[src/rtl/mem_port_arbiter_pkg.sv]
// Shared definitions for the two-port memory arbiter: FSM encoding, port ids and
// the address-map constant that splits RAM from the MMIO window.
package mem_port_arbiter_pkg;

  typedef enum logic [1:0] {
    ST_IDLE  = 2'd0,
    ST_ISSUE = 2'd1,
    ST_WAIT  = 2'd2,
    ST_ACK   = 2'd3
  } state_t;

  typedef enum logic {
    PORT_A = 1'b0,
    PORT_B = 1'b1
  } port_t;

  // Address bit that selects the MMIO window (seg-display / key registers).
  localparam int MMIO_BIT = 14;

  function automatic logic is_mmio(input logic [31:0] addr);
    return addr[MMIO_BIT];
  endfunction

endpackage

[src/rtl/mem_port_arbiter_if.sv]
// One requester port of the shared memory arbiter: 4-phase req/ack plus the
// transaction payload and returned read data.
interface mem_port_arbiter_if #(
  parameter int ADDR_W = 15,
  parameter int DATA_W = 16
);
  logic              req;
  logic              we;
  logic [ADDR_W-1:0] addr;
  logic [DATA_W-1:0] wdata;
  logic              ack;
  logic [DATA_W-1:0] rdata;

  modport master (output req, we, addr, wdata, input ack, rdata);
  modport slave  (input req, we, addr, wdata, output ack, rdata);
endinterface

[src/rtl/mem_port_arbiter_rr_pick2.sv]
// Combinational two-way picker: a lone eligible port wins; on a tie either port A
// wins outright (fixed) or the port that was not served last wins.
module rr_pick2
  import mem_port_arbiter_pkg::*;
(
  input  logic [1:0] eligible,
  input  port_t      last,
  input  logic       fixed,
  output port_t      sel,
  output logic       valid
);

  always_comb begin
    valid = |eligible;
    sel   = PORT_A;
    unique case (eligible)
      2'b01:   sel = PORT_A;
      2'b10:   sel = PORT_B;
      2'b11:   sel = fixed ? PORT_A : ((last == PORT_A) ? PORT_B : PORT_A);
      default: sel = PORT_A;
    endcase
  end

endmodule

[src/rtl/mem_port_arbiter.sv]
// Arbiter/sequencer for the single shared memory port: two req/ack requesters,
// one transaction in flight, read latency sequencing and one-cycle ack pulses.
module mem_port_arbiter
  import mem_port_arbiter_pkg::*;
#(
  parameter int ADDR_W     = 15,
  parameter int DATA_W     = 16,
  parameter int RD_LAT     = 1,
  parameter int PRIO_FIXED = 0
) (
  input  logic                clk,
  input  logic                rst,
  mem_port_arbiter_if.slave   port_a,
  mem_port_arbiter_if.slave   port_b,
  output logic                busy,
  output logic [ADDR_W-1:0]   mem_addr,
  output logic [DATA_W-1:0]   mem_in,
  output logic                mem_wEna,
  input  logic [DATA_W-1:0]   mem_out
);

  localparam logic [1:0] CNT_INIT = 2'(RD_LAT - 1);

  state_t            state, state_d;
  port_t             sel, sel_d;
  port_t             last, last_d;
  logic              we_q, we_d;
  logic [1:0]        cnt, cnt_d;
  logic [ADDR_W-1:0] addr_d;
  logic [DATA_W-1:0] in_d;
  logic              wena_d;
  logic              busy_d;
  logic              ack_a, ack_a_d, ack_b, ack_b_d;
  logic              armed_a, armed_a_d, armed_b, armed_b_d;
  logic [DATA_W-1:0] rdata_a, rdata_a_d, rdata_b, rdata_b_d;

  logic [1:0]        eligible;
  port_t             pick_sel;
  logic              pick_valid;

  // A port must be seen with req low before it may be served again.
  assign eligible = {port_b.req & armed_b, port_a.req & armed_a};

  rr_pick2 u_pick (
    .eligible (eligible),
    .last     (last),
    .fixed    (PRIO_FIXED != 0),
    .sel      (pick_sel),
    .valid    (pick_valid)
  );

  assign armed_a_d = ack_a ? 1'b0 : (port_a.req ? armed_a : 1'b1);
  assign armed_b_d = ack_b ? 1'b0 : (port_b.req ? armed_b : 1'b1);

  // NOTE: every signal written here gets a default first, so no path leaves a
  // value unassigned and no latch is inferred.
  always_comb begin
    state_d   = state;
    sel_d     = sel;
    last_d    = last;
    we_d      = we_q;
    cnt_d     = cnt;
    addr_d    = mem_addr;
    in_d      = mem_in;
    wena_d    = 1'b0;
    ack_a_d   = 1'b0;
    ack_b_d   = 1'b0;
    rdata_a_d = rdata_a;
    rdata_b_d = rdata_b;

    case (state)
      ST_IDLE: begin
        if (pick_valid) begin
          state_d = ST_ISSUE;
          sel_d   = pick_sel;
          if (pick_sel == PORT_A) begin
            we_d   = port_a.we;
            addr_d = port_a.addr;
            in_d   = port_a.wdata;
            wena_d = port_a.we;
          end else begin
            we_d   = port_b.we;
            addr_d = port_b.addr;
            in_d   = port_b.wdata;
            wena_d = port_b.we;
          end
        end
      end

      ST_ISSUE: begin
        if (we_q) begin
          state_d = ST_ACK;
          ack_a_d = (sel == PORT_A);
          ack_b_d = (sel == PORT_B);
        end else begin
          state_d = ST_WAIT;
          cnt_d   = CNT_INIT;
        end
      end

      ST_WAIT: begin
        if (cnt == 2'd0) begin
          state_d = ST_ACK;
          ack_a_d = (sel == PORT_A);
          ack_b_d = (sel == PORT_B);
          if (sel == PORT_A) rdata_a_d = mem_out;
          else               rdata_b_d = mem_out;
        end else begin
          cnt_d = cnt - 2'd1;
        end
      end

      ST_ACK: begin
        state_d = ST_IDLE;
        last_d  = sel;
      end

      default: state_d = ST_IDLE;
    endcase

    busy_d = (state_d != ST_IDLE);
  end

  // NOTE: sequential state uses non-blocking assignments so every register
  // samples pre-edge values regardless of statement order.
  always_ff @(posedge clk or negedge rst) begin
    if (!rst) begin
      state    <= ST_IDLE;
      sel      <= PORT_A;
      last     <= PORT_B;
      we_q     <= 1'b0;
      cnt      <= 2'd0;
      mem_addr <= '0;
      mem_in   <= '0;
      mem_wEna <= 1'b0;
      busy     <= 1'b0;
      ack_a    <= 1'b0;
      ack_b    <= 1'b0;
      armed_a  <= 1'b1;
      armed_b  <= 1'b1;
      rdata_a  <= '0;
      rdata_b  <= '0;
    end else begin
      state    <= state_d;
      sel      <= sel_d;
      last     <= last_d;
      we_q     <= we_d;
      cnt      <= cnt_d;
      mem_addr <= addr_d;
      mem_in   <= in_d;
      mem_wEna <= wena_d;
      busy     <= busy_d;
      ack_a    <= ack_a_d;
      ack_b    <= ack_b_d;
      armed_a  <= armed_a_d;
      armed_b  <= armed_b_d;
      rdata_a  <= rdata_a_d;
      rdata_b  <= rdata_b_d;
    end
  end

  assign port_a.ack   = ack_a;
  assign port_a.rdata = rdata_a;
  assign port_b.ack   = ack_b;
  assign port_b.rdata = rdata_b;

endmodule

[src/flat_wrapper.sv]
// flat-port wrapper written by rule: the top's interface ports become plain ports
module mem_port_arbiter_flat import mem_port_arbiter_pkg::*;
#(
  parameter int ADDR_W     = 15,
  parameter int DATA_W     = 16,
  parameter int RD_LAT     = 1,
  parameter int PRIO_FIXED = 0
)
  (clk, rst, busy, mem_addr, mem_in, mem_wEna, mem_out, port_a_req, port_a_we, port_a_addr, port_a_wdata, port_a_ack, port_a_rdata, port_b_req, port_b_we, port_b_addr, port_b_wdata, port_b_ack, port_b_rdata);
  mem_port_arbiter_if #(.ADDR_W(ADDR_W), .DATA_W(DATA_W)) port_a_i ();
  mem_port_arbiter_if #(.ADDR_W(ADDR_W), .DATA_W(DATA_W)) port_b_i ();
  input  logic clk;
  input  logic rst;
  output logic busy;
  output logic [ADDR_W-1:0] mem_addr;
  output logic [DATA_W-1:0] mem_in;
  output logic mem_wEna;
  input  logic [DATA_W-1:0] mem_out;
  input wire logic [$bits(port_a_i.req)-1:0] port_a_req;
  input wire logic [$bits(port_a_i.we)-1:0] port_a_we;
  input wire logic [$bits(port_a_i.addr)-1:0] port_a_addr;
  input wire logic [$bits(port_a_i.wdata)-1:0] port_a_wdata;
  output wire logic [$bits(port_a_i.ack)-1:0] port_a_ack;
  output wire logic [$bits(port_a_i.rdata)-1:0] port_a_rdata;
  input wire logic [$bits(port_b_i.req)-1:0] port_b_req;
  input wire logic [$bits(port_b_i.we)-1:0] port_b_we;
  input wire logic [$bits(port_b_i.addr)-1:0] port_b_addr;
  input wire logic [$bits(port_b_i.wdata)-1:0] port_b_wdata;
  output wire logic [$bits(port_b_i.ack)-1:0] port_b_ack;
  output wire logic [$bits(port_b_i.rdata)-1:0] port_b_rdata;
  assign port_a_i.req = port_a_req;
  assign port_a_i.we = port_a_we;
  assign port_a_i.addr = port_a_addr;
  assign port_a_i.wdata = port_a_wdata;
  assign port_a_ack = port_a_i.ack;
  assign port_a_rdata = port_a_i.rdata;
  assign port_b_i.req = port_b_req;
  assign port_b_i.we = port_b_we;
  assign port_b_i.addr = port_b_addr;
  assign port_b_i.wdata = port_b_wdata;
  assign port_b_ack = port_b_i.ack;
  assign port_b_rdata = port_b_i.rdata;
  mem_port_arbiter #(.ADDR_W(ADDR_W), .DATA_W(DATA_W), .RD_LAT(RD_LAT), .PRIO_FIXED(PRIO_FIXED)) u_core (.clk(clk), .rst(rst), .port_a(port_a_i), .port_b(port_b_i), .busy(busy), .mem_addr(mem_addr), .mem_in(mem_in), .mem_wEna(mem_wEna), .mem_out(mem_out));
endmodule
[config.mk]
export PLATFORM = sky130hd
export DESIGN_NAME = mem_port_arbiter_flat
export DESIGN_NICKNAME = d
export VERILOG_FILES = /design/src/rtl/mem_port_arbiter_pkg.sv /design/src/rtl/mem_port_arbiter_if.sv /design/src/rtl/mem_port_arbiter_rr_pick2.sv /design/src/rtl/mem_port_arbiter.sv /design/src/flat_wrapper.sv
export SDC_FILE = /design/constraint.sdc
export NUM_CORES = 1
export LEC_CHECK = 0
export CAP_MARGIN = 30
export CORE_MARGIN = 5
export CORE_UTILIZATION = 39
export DETAILED_ROUTE_END_ITERATION = 16
export PLACE_DENSITY = 0.77
export SETUP_SLACK_MARGIN = 0.4
export SLEW_MARGIN = 20
export SYNTH_ARGS = -nofsm -noshare
export SYNTH_HDL_FRONTEND = slang
export SYNTH_SLANG_ARGS = --single-unit
export TNS_END_PERCENT = 50
[constraint.sdc]
create_clock -name clk -period 1.7 [get_ports clk]
set_input_delay 0.425 -clock clk [delete_from_list [all_inputs] [get_ports clk]]
set_output_delay 0.425 -clock clk [all_outputs]
set_load 0.01 [all_outputs]
==> flow_metrics.tcl, run 1 <==
set metrics [dict create \
    placement_stage_worst_setup_slack_ns -0.155 \
    synth_simple_gate_area_share 0.0781 \
    post_synth.cell_area_avg_sq_um 11.8 \
    ys.warnings.count 0 \
    fin_tns_setup_ns 0 \
    largest_net_degree_at_the_start_of_global_routing 33 \
    layout-drive-gt1-share 0.459 \
    synth-seq-area-share 0.524 \
    criticalPathCategory "reg2reg" \
    syn_nets 398 \
    drv_cap 0 \
    routabilityCongestion 0.770 \
    hold_slack_ns -0.00823 \
    cp_slowest_stage_delay_ns 0.43 \
    route.detailed.vias_per_inst 5.50 \
    timing.reg2reg.setup_slack_ns 0.27 \
    timing.hold.worst.class "in2async" \
    synth_fa_ha_area_frac 0.0172 \
    required_time_worst_endpoint_ns 1.93 \
    final.setup_skew_ns 0.0140 \
    placeableCoreArea_sq_mm 0.00915 \
    die_area_sq_mm 0.0114 \
    slew-limit-headroom 0.717 \
    worst-path-max-fanout 4 \
    io-pin-count 151 \
    portBuffers 150 \
    globalRouteOverflowTotal 0 \
    layout.nets 592 \
    synth_area_sq_mm 0.00363 \
    number_of_hold_buffers_added_after_cts 0 \
    start_util 0.397 \
    clkSlewWorstSetupHoldPaths_ns 0.09 \
    power.share.clock 0.124 \
    critical_path.cell_chain "ha_4 > buf_4 > a221o_1 > o21ai_2 > a2bb2oi_1" \
    post-route-period-util 0.838 \
    power.density_mw_per_mm2 1880 \
    detailedRoute.firstIterationViolations 99 \
    dpl.hpwl_microns 7790 \
    fp-row-count 35 \
    h-tree-depth 3 \
    via_count 3404 \
    synth_top_area_cell "dfrtp_1" \
    most_common_library_cell_in_the_layout_ignoring_fill_and_taps "clkdlybuf4s50_1" \
    routed_wl_microns 12200 \
    setup_slack_after_layout_ns 0.275 \
    hold_viol 2 \
    max-vdd-ir-drop_mv 0.677 \
    maxSlewViolCount 0 \
    synthCells 309 \
    finalCriticalPeriod_ns 1.43 \
    detailedRoute.firstPassIterationCount 4 \
    power.switching_fraction 0.387 \
    post_dp_cell_area_sq_mm 0.00538 \
    final_design_instance_area_without_fill_sq_mm 0.00595 \
    final.fill_count 670 \
    synth_top_family_by_area "compound AO/OA/AOI/OAI gates" \
    synthesized_area_fraction_occupied_by_ao_oa_aoi_and_oai_cells 0.216 \
    worstSkewPairLatency_ns 0.35 \
    cp_slowest_cell "dfrtp_1" \
    wl_per_instance_microns 19.6 \
    rsz0062_at_grt "yes" \
    result_of_the_run "finished with violations" \
    grt_pass1_vias 3629 \
    layout_common_cells "80 x clkdlybuf4s50_1, 73 x dfrtp_1, 58 x buf_2" \
    p_int_uw 6870 \
    num_clock_sinks 76 \
    area.sequential_sq_mm 0.00191 \
    timing.rr.start "u_core.state[1]" \
    multi_input_comb_area_sq_mm 0.00183 \
    fmax_mhz 702 \
    stdcell_count 619 \
    timing.critical_path.from_type "flop" \
    power_switching_uw 4340 \
    worst_r2r_path_depth 5 \
    yosys-mux-area-fraction 0.111 \
    post_synth_xor_area_fraction 0 \
    synth.distinct_cells 31 \
    flow.area_growth_from_synthesis_pct 63.8 \
    cts_tree "built" \
    placedCellCount 562 \
    ctsLongestPathBuffers 2 \
    yosys_register_bits 76 \
    cp-end-kind "flop" \
    remaining_drc_errors 0 \
    cts-buffers-inserted 9 \
    ys_top_cells_by_area "dfrtp_1 50%, a31oi_2 10%, mux2_1 10%" \
    insertedDiodeCount 0 \
    violations_in_the_final_reports "hold timing" \
    floorplan.die.height_microns 107 \
    report.final.setup_viol 0 \
    ctsRootBufferMaster "clkbuf_8" \
    die_x_microns 107 \
    groute.usage.overall 0.202 \
    signal_arrival_time_at_the_worst_endpoint_ns 1.65 \
    grt_pass1_wl_microns 18300 \
    leakagePower_uw 0.00260 \
    regToRegEndpoint "u_core.state[0]" \
    power.share.combinational 0.581 \
    detail-route-antenna-nets 0 \
    max_slew.worst_pin.slew_ns 0.425 \
    grt_antenna_before_repair 0 \
    yosysTopAreaCellShare 0.503 \
    power.sequential.fraction 0.295 \
]
## worst max-delay path, delay by kind of cell (launching register included)
family                   cells  cell delay, ns
AO/OA/AOI/OAI                3            0.53
flip-flops                   1            0.43
buffers and inverters        1            0.14
adder cells (fa/ha/maj)      1            0.21
## metal layers
layer  vias to the layer above  wire, microns  track usage
li1                       1560              -            -
met1                      1657           4870        0.259
met2                       167           6080        0.334
met3                        20           1000       0.0516
met4                         0            207       0.0667
met5                         -              0            0
## kinds of logic (layout without fill, tap and decap cells)
family          count (synthesis)  after routing
fa+ha+maj                       5              5
mux                            36             36
simple gates                   47             48
compound gates                106            106
buf+inv                        39            237
flops                          76             76
## stage by stage
step	power, uW	hold WS (ns)	utilization
2_1_floorplan	6150	0.129	-
5_1_grt	11900	0.0172	0.651
3_3_place_gp	8540	0.385	0.587
3_5_place_dp	8720	0.386	0.587
4_1_cts	10200	0.00442	0.614
6_report	11200	-0.00823	0.651
## power by group through the flow
| stage | combinational [uW] | clock, uW | sequential [uW] |
|---|---|---|---|
| after global routing | 6970 | 1500 | 3410 |
| after global placement | 5240 | 0 | 3290 |
| after CTS | 5510 | 1410 | 3250 |
| final | 6520 | 1390 | 3300 |
| after floorplan | 2550 | 0 | 3610 |
| after detailed placement | 5390 | 0 | 3330 |
## registers in the layout (all words and copies together), names as in the netlist
| name | cells |
|---|---|
| u_core.port_a.ack | 1 |
| u_core.sel | 1 |
| u_core.mem_wEna | 1 |
| u_core.port_b.rdata | 16 |
| u_core.we_q | 1 |
| u_core.state | 2 |
| u_core.armed_a | 1 |
| u_core.cnt | 2 |
| u_core.busy | 1 |
| u_core.mem_in | 16 |
| u_core.port_a.rdata | 16 |
| u_core.last | 1 |
| u_core.armed_b | 1 |
| u_core.port_b.ack | 1 |
| u_core.mem_addr | 15 |
## worst max-delay path by stage
stage	cells past startpoint	start	slack [ns]	end
3_5_place_dp	5	port_b_req	-0.15	u_core.mem_in[15]
3_3_place_gp	5	port_b_req	-0.11	u_core.sel
6_report	5	u_core.state[1]	0.27	u_core.state[0]
5_1_grt	5	u_core.state[1]	0.22	u_core.busy
2_1_floorplan	6	u_core.state[0]	0.28	u_core.port_b.rdata[0]
4_1_cts	5	u_core.state[0]	0.28	u_core.busy
## final cells by class
class	instances	area share
clock buffer	9	0.0208
clock inverter	7	0.0126
inverter	8	0.00504
multi-input combinational	195	0.307
sequential	76	0.320
tap	111	0.0233
timing repair buffer	213	0.311
## cell usage after synthesis
master     count
a21boi_0       1
a21oi_1       35
a221o_1        1
a22o_4         1
a22oi_1        1
a2bb2oi_1      1
a31oi_1        2
a31oi_2       30
and2_4         1
and3_1         1
buf_2          3
buf_6          6
clkbuf_1      22
dfrtp_1       73
dfstp_2        3
ha_1           5
inv_1          6
inv_2          2
mux2_1        33
mux2_2         1
mux2i_1        2
nand2_1        4
nand2b_1       1
nand3_1        1
nand3_2        2
nand4_1       32
nor2_1         3
nor3_1         1
o21ai_0       32
o21ai_1        2
or3_1          1
## what timing repair did
action / CTS / global route
endpoints found under the hold margin: 0 / 0
pin swaps: 3 / 5
setup endpoints to repair: 137 / 136
gates resized for setup: 289 / 73
setup buffers: 32 / 5
gates cloned: 2 / 2
Note: power is estimated with default switching activity, not from simulation.
==> run 2: changes to the inputs <==
==> constraint.sdc (replaced) <==
create_clock -name clk -period 1.25 [get_ports clk]
set_input_delay 0.3125 -clock clk [delete_from_list [all_inputs] [get_ports clk]]
set_output_delay 0.3125 -clock clk [all_outputs]
set_load 0.01 [all_outputs]
==> run 2 against run 1 <==
Effect of this change: the run ends with hold timing, setup timing left; final cell count down 0.65%; largest cell class is now non-clock buffers; maximum frequency shrank 3.7%; setup slack worse by 0.50 ns; wire length decreased by 2.0%; power rose by 44%; sequential cell count unchanged; non-clock buffer count down 6; largest power group unchanged; critical path depth decreased by 1.
==> flow_metrics.tcl, run 2 (same netlist as run 1, synthesis figures left out) <==
set metrics [dict create \
    slew-limit-headroom 0.773 \
    power.share.clock 0.141 \
    via_count 3350 \
    power.density_mw_per_mm2 2620 \
    regToRegEndpoint "u_core.port_b.rdata[10]" \
    layout.nets 588 \
    hold_slack_ns -0.155 \
    die_x_microns 107 \
    result_of_the_run "finished with violations" \
    leakagePower_uw 0.00256 \
    timing.hold.worst.class "in2async" \
    worstSkewPairLatency_ns 0.34 \
    placement_stage_worst_setup_slack_ns -0.451 \
    cp-end-kind "flop" \
    most_common_library_cell_in_the_layout_ignoring_fill_and_taps "clkdlybuf4s50_1" \
    maxSlewViolCount 0 \
    route.detailed.vias_per_inst 5.45 \
    ctsLongestPathBuffers 2 \
    crit_path_end "u_core.port_b.rdata[10]" \
    required_time_worst_endpoint_ns 1.47 \
    placedCellCount 567 \
    fin_total_pwr_uw 16100 \
    power_switching_uw 6140 \
    io-pin-count 151 \
    timing.reg2reg.setup_slack_ns -0.23 \
    groute.usage.overall 0.202 \
    final.setup_skew_ns 0.00898 \
    dpl.hpwl_microns 7700 \
    portBuffers 150 \
    max-vdd-ir-drop_mv 1.08 \
    grt_pass1_vias 3560 \
    grt_antenna_before_repair 0 \
    clkSlewWorstSetupHoldPaths_ns 0.08 \
    num_clock_sinks 76 \
    hold_viol 14 \
    ctsRootBufferMaster "clkbuf_8" \
    violations_in_the_final_reports "hold timing, setup timing" \
    report.final.setup_viol 72 \
    criticalPathCategory "reg2reg" \
    fmax_mhz 676 \
    detailedRoute.firstPassIterationCount 4 \
    timing.critical_path.from_type "flop" \
    power.share.combinational 0.575 \
    routed_wl_microns 11900 \
    routabilityCongestion 0.813 \
    timing.rr.start "u_core.state[0]" \
    worst-path-max-fanout 8 \
    postLayoutCoreUtil 0.673 \
    start_util 0.397 \
    drv_cap 0 \
    remaining_drc_errors 0 \
    detailedRoute.firstIterationViolations 138 \
    power.switching_fraction 0.380 \
    layout-drive-gt1-share 0.462 \
    p_int_uw 9990 \
    power.sequential.fraction 0.284 \
    h-tree-depth 3 \
    wl_per_instance_microns 19.4 \
    die_area_sq_mm 0.0114 \
    flow.area_growth_from_synthesis_pct 69.4 \
    finalCriticalPeriod_ns 1.48 \
    worst_r2r_path_depth 4 \
    largest_net_degree_at_the_start_of_global_routing 33 \
    cts_tree "built" \
    fp-row-count 35 \
    floorplan.die.height_microns 107 \
    rsz0062_at_grt "yes" \
    cts-buffers-inserted 9 \
    layout_common_cells "80 x clkdlybuf4s50_1, 73 x dfrtp_1, 41 x buf_2" \
    detail-route-antenna-nets 0 \
    setup_slack_after_layout_ns -0.229 \
    post-route-period-util 1.18 \
    grt_pass1_wl_microns 18200 \
    placeableCoreArea_sq_mm 0.00915 \
    signal_arrival_time_at_the_worst_endpoint_ns 1.70 \
    max_slew.worst_pin.slew_ns 0.337 \
    setup.worst_path.start "u_core.state[0]" \
    insertedDiodeCount 0 \
    stdcell_count 615 \
    globalRouteOverflowTotal 0 \
]
run 2: cell type report:
cell class | instances | area [sq um]
Clock inverter | 7 | 121
Sequential cell | 76 | 1910
Tap cell | 111 | 139
Clock buffer | 9 | 124
Inverter | 8 | 30.0
Multi-Input combinational cell | 197 | 1890
Timing Repair Buffer | 207 | 1940
Fill cell | 661 | 3000
run 2: per-stage QoR:
step,TNS (ns),area [sq um]
5_1_grt,-15.81,6160
3_3_place_gp,-20.68,5410
3_5_place_dp,-21.30,5410
6_report,-11.86,6160
2_1_floorplan,-7.38,3710
4_1_cts,-8.72,5650
run 2: what timing repair did:
action                     4_1_cts  5_1_grt
buffers inserted                20        5
pin swaps                        8        5
setup endpoints to repair      142      143
hold endpoints to repair        14       14
gates cloned                     2        5
gates resized for setup        303       82
run 2: worst max-delay path: stages, from the launching register on:
cell	delay [ns]
dfrtp_1	0.42
inv_2	0.11
ha_4	0.25
nand3_4	0.21
mux2_1	0.38
run 2: metal layers:
metal	GRT usage	up-vias	share of wire
met1	0.246	1619	0.41
met3	0.0589	34	0.077
met5	0	-	0
met2	0.332	159	0.48
met4	0.0868	0	0.034
li1	-	1538	-
run 2: how the worst min path moves through the flow:
| stage | endpoint | depth (start not counted) | startpoint |
|---|---|---|---|
| finish | u_core.mem_addr[11] | 1 | rst |
| global route | u_core.mem_addr[8] | 1 | rst |
| CTS | u_core.mem_addr[11] | 1 | rst |
| detailed placement | u_core.mem_addr[11] | 1 | rst |
| global placement | u_core.mem_addr[11] | 1 | rst |
| floorplan | u_core.busy | 0 | rst |
run 2: power by group through the flow:
| stage | Sequential [uW] | Clock (uW) | Combinational (uW) |
|---|---|---|---|
| after floorplan | 4910 | 0 | 3480 |
| after global routing | 4750 | 2430 | 9890 |
| after global placement | 4430 | 0 | 7280 |
| final | 4580 | 2280 | 9270 |
| after detailed placement | 4490 | 0 | 7460 |
| after CTS | 4450 | 2330 | 7500 |
==> run 3: changes to the inputs <==
--- a/config.mk
+++ b/config.mk
@@ -7,9 +7,10 @@
 export LEC_CHECK = 0
 export CAP_MARGIN = 30
 export CORE_MARGIN = 5
-export CORE_UTILIZATION = 39
+export CORE_UTILIZATION = 40
+export CTS_BUF_LIST = sky130_fd_sc_hd__clkbuf_8
 export DETAILED_ROUTE_END_ITERATION = 16
-export PLACE_DENSITY = 0.77
+export PLACE_DENSITY = 0.79
 export SETUP_SLACK_MARGIN = 0.4
 export SLEW_MARGIN = 20
 export SYNTH_ARGS = -nofsm -noshare
==> run 3 against run 2 <==
Effect of this change: the flow still finishes with violations (hold timing, setup timing); register-to-register slack gained 0.05 ns; clock power grew 2%; via count shrank 2.1%; global-route usage grew 0.094 points; final cell count shrank 1.5%; critical path type unchanged.
==> flow_metrics.tcl, run 3 (same netlist as run 1, synthesis figures left out) <==
set metrics [dict create \
    result_of_the_run "finished with violations" \
    violations_in_the_final_reports "hold timing, setup timing" \
    insertedDiodeCount 0 \
    power.density_mw_per_mm2 2570 \
    max-vdd-ir-drop_mv 0.953 \
    power_switching_uw 5590 \
    report.final.setup_viol 72 \
    power.switching_fraction 0.372 \
    start_util 0.413 \
    grt_pass1_vias 3573 \
    cp_slowest_stage_delay_ns 0.42 \
    h-tree-depth 3 \
    most_common_library_cell_in_the_layout_ignoring_fill_and_taps "clkdlybuf4s50_1" \
    multi_input_comb_area_sq_mm 0.00168 \
    floorplan.die.height_microns 105 \
    die_x_microns 105 \
    worstSkewPairLatency_ns 0.35 \
    layout_common_cells "82 x clkdlybuf4s50_1, 73 x dfrtp_1, 41 x buf_2" \
    routabilityCongestion 0.803 \
    clkSlewWorstSetupHoldPaths_ns 0.08 \
    maxSlewViolCount 0 \
    grt_pass1_wl_microns 18100 \
    criticalPathCategory "reg2reg" \
    fp-row-count 34 \
    dpl.hpwl_microns 7910 \
    wl_per_instance_microns 18.6 \
    cp-end-kind "flop" \
    worst-path-max-fanout 8 \
    max_slew.worst_pin.slew_ns 0.335 \
    flow.area_growth_from_synthesis_pct 60.6 \
    rsz0062_at_grt "yes" \
    ctsLongestPathBuffers 2 \
    ctsRootBufferMaster "clkbuf_8" \
    leakagePower_uw 0.00247 \
    routed_wl_microns 11300 \
    largest_net_degree_at_the_start_of_global_routing 31 \
    io-pin-count 151 \
    fin_tns_setup_ns -9.61 \
    detailedRoute.firstPassIterationCount 4 \
    slew-limit-headroom 0.777 \
    die_area_sq_mm 0.0111 \
    cts-buffers-inserted 9 \
    placeableCoreArea_sq_mm 0.00881 \
    p_int_uw 9440 \
    fin_total_pwr_uw 15000 \
    via_count 3280 \
    detailedRoute.firstIterationViolations 117 \
    power.sequential.fraction 0.303 \
    layout-drive-gt1-share 0.406 \
    timing.critical_path.from_type "flop" \
    remaining_drc_errors 0 \
    critical_path.cell_chain "inv_2 > ha_4 > nand3_4 > mux2_1" \
    grt_antenna_before_repair 0 \
    drv_cap 0 \
    final.fill_count 700 \
    power.share.clock 0.155 \
    cts_tree "built" \
    fmax_mhz 702 \
    cp_slowest_cell "dfrtp_1" \
    detail-route-antenna-nets 0 \
    num_clock_sinks 76 \
    hold_slack_ns -0.144 \
    portBuffers 150 \
    setup_slack_after_layout_ns -0.175 \
    route.detailed.vias_per_inst 5.41 \
    required_time_worst_endpoint_ns 1.48 \
    layout.nets 582 \
    finalCriticalPeriod_ns 1.42 \
    final.setup_skew_ns 0.0121 \
    hold_viol 18 \
    groute.usage.overall 0.202 \
    signal_arrival_time_at_the_worst_endpoint_ns 1.66 \
    globalRouteOverflowTotal 0 \
    area.sequential_sq_mm 0.00191 \
    timing.hold.worst.class "in2async" \
    power.share.combinational 0.542 \
    post-route-period-util 1.14 \
]
==> run 3: area by class of cell <==
class | count | area share
clock buffer | 10 | 0.0236
clock inverter | 6 | 0.0191
inverter | 8 | 0.00514
multi-input combinational | 196 | 0.288
sequential | 76 | 0.326
tap | 108 | 0.0232
timing repair buffer | 202 | 0.314
==> run 3: critical path, delay by kind of cell (launching register included) <==
| family | cells | cell delay [ns] |
|---|---|---|
| flip-flops | 1 | 0.42 |
| multiplexers | 1 | 0.36 |
| adder cells (fa/ha/maj) | 1 | 0.24 |
| AND/OR/NAND/NOR | 1 | 0.20 |
| buffers and inverters | 1 | 0.10 |
==> run 3: worst paths after layout <==
| check | to | depth (start not counted) | start | slack, ns |
|---|---|---|---|---|
| min in group clk | u_core.armed_a | 1 | u_core.port_a.ack | 0.41 |
| min | u_core.port_b.rdata[8] | 1 | rst | -0.14 |
| max in group asynchronous | u_core.mem_addr[3] | 2 | rst | 0.92 |
| max reg2reg | u_core.port_a.rdata[3] | 4 | u_core.state[0] | -0.17 |
| min reg2reg | u_core.armed_a | 1 | u_core.port_a.ack | 0.41 |
| max | u_core.port_a.rdata[3] | 4 | u_core.state[0] | -0.17 |
==> run 3: metrics by stage <==
stage / setup slack (ns) / instances / cell area (sq um) / util
final: -0.175 / 606 / 5840 / 0.663
after global routing: -0.237 / 606 / 5840 / 0.663
after detailed placement: -0.500 / 564 / 5440 / 0.617
after global placement: -0.463 / 564 / 5440 / 0.617
after floorplan: -0.167 / 309 / 3710 / -
after CTS: -0.171 / 606 / 5730 / 0.650
==> run 3: timing repair <==
action                                 CTS  global route
setup buffers                           24             0
setup endpoints to repair              142           142
endpoints found under the hold margin   18            18
pin swaps                                9             4
cloned                                   2             0
resized for setup                      311            27
==> run 3: power by group through the flow <==
stage | Clock (uW) | Combinational (uW) | Sequential [uW]
after floorplan | 0 | 3480 | 4910
after global placement | 0 | 7360 | 4450
after detailed placement | 0 | 7560 | 4500
after CTS | 2340 | 7810 | 4470
after global routing | 2470 | 8750 | 4700
final | 2320 | 8150 | 4550
==> run 3: per-layer routing <==
metal,vias to the layer above,part of all wire,GRT usage
met4,0,0.018,0.0750
met3,15,0.076,0.0581
met2,142,0.48,0.328
met1,1596,0.43,0.258
li1,1527,-,-
met5,-,0,0
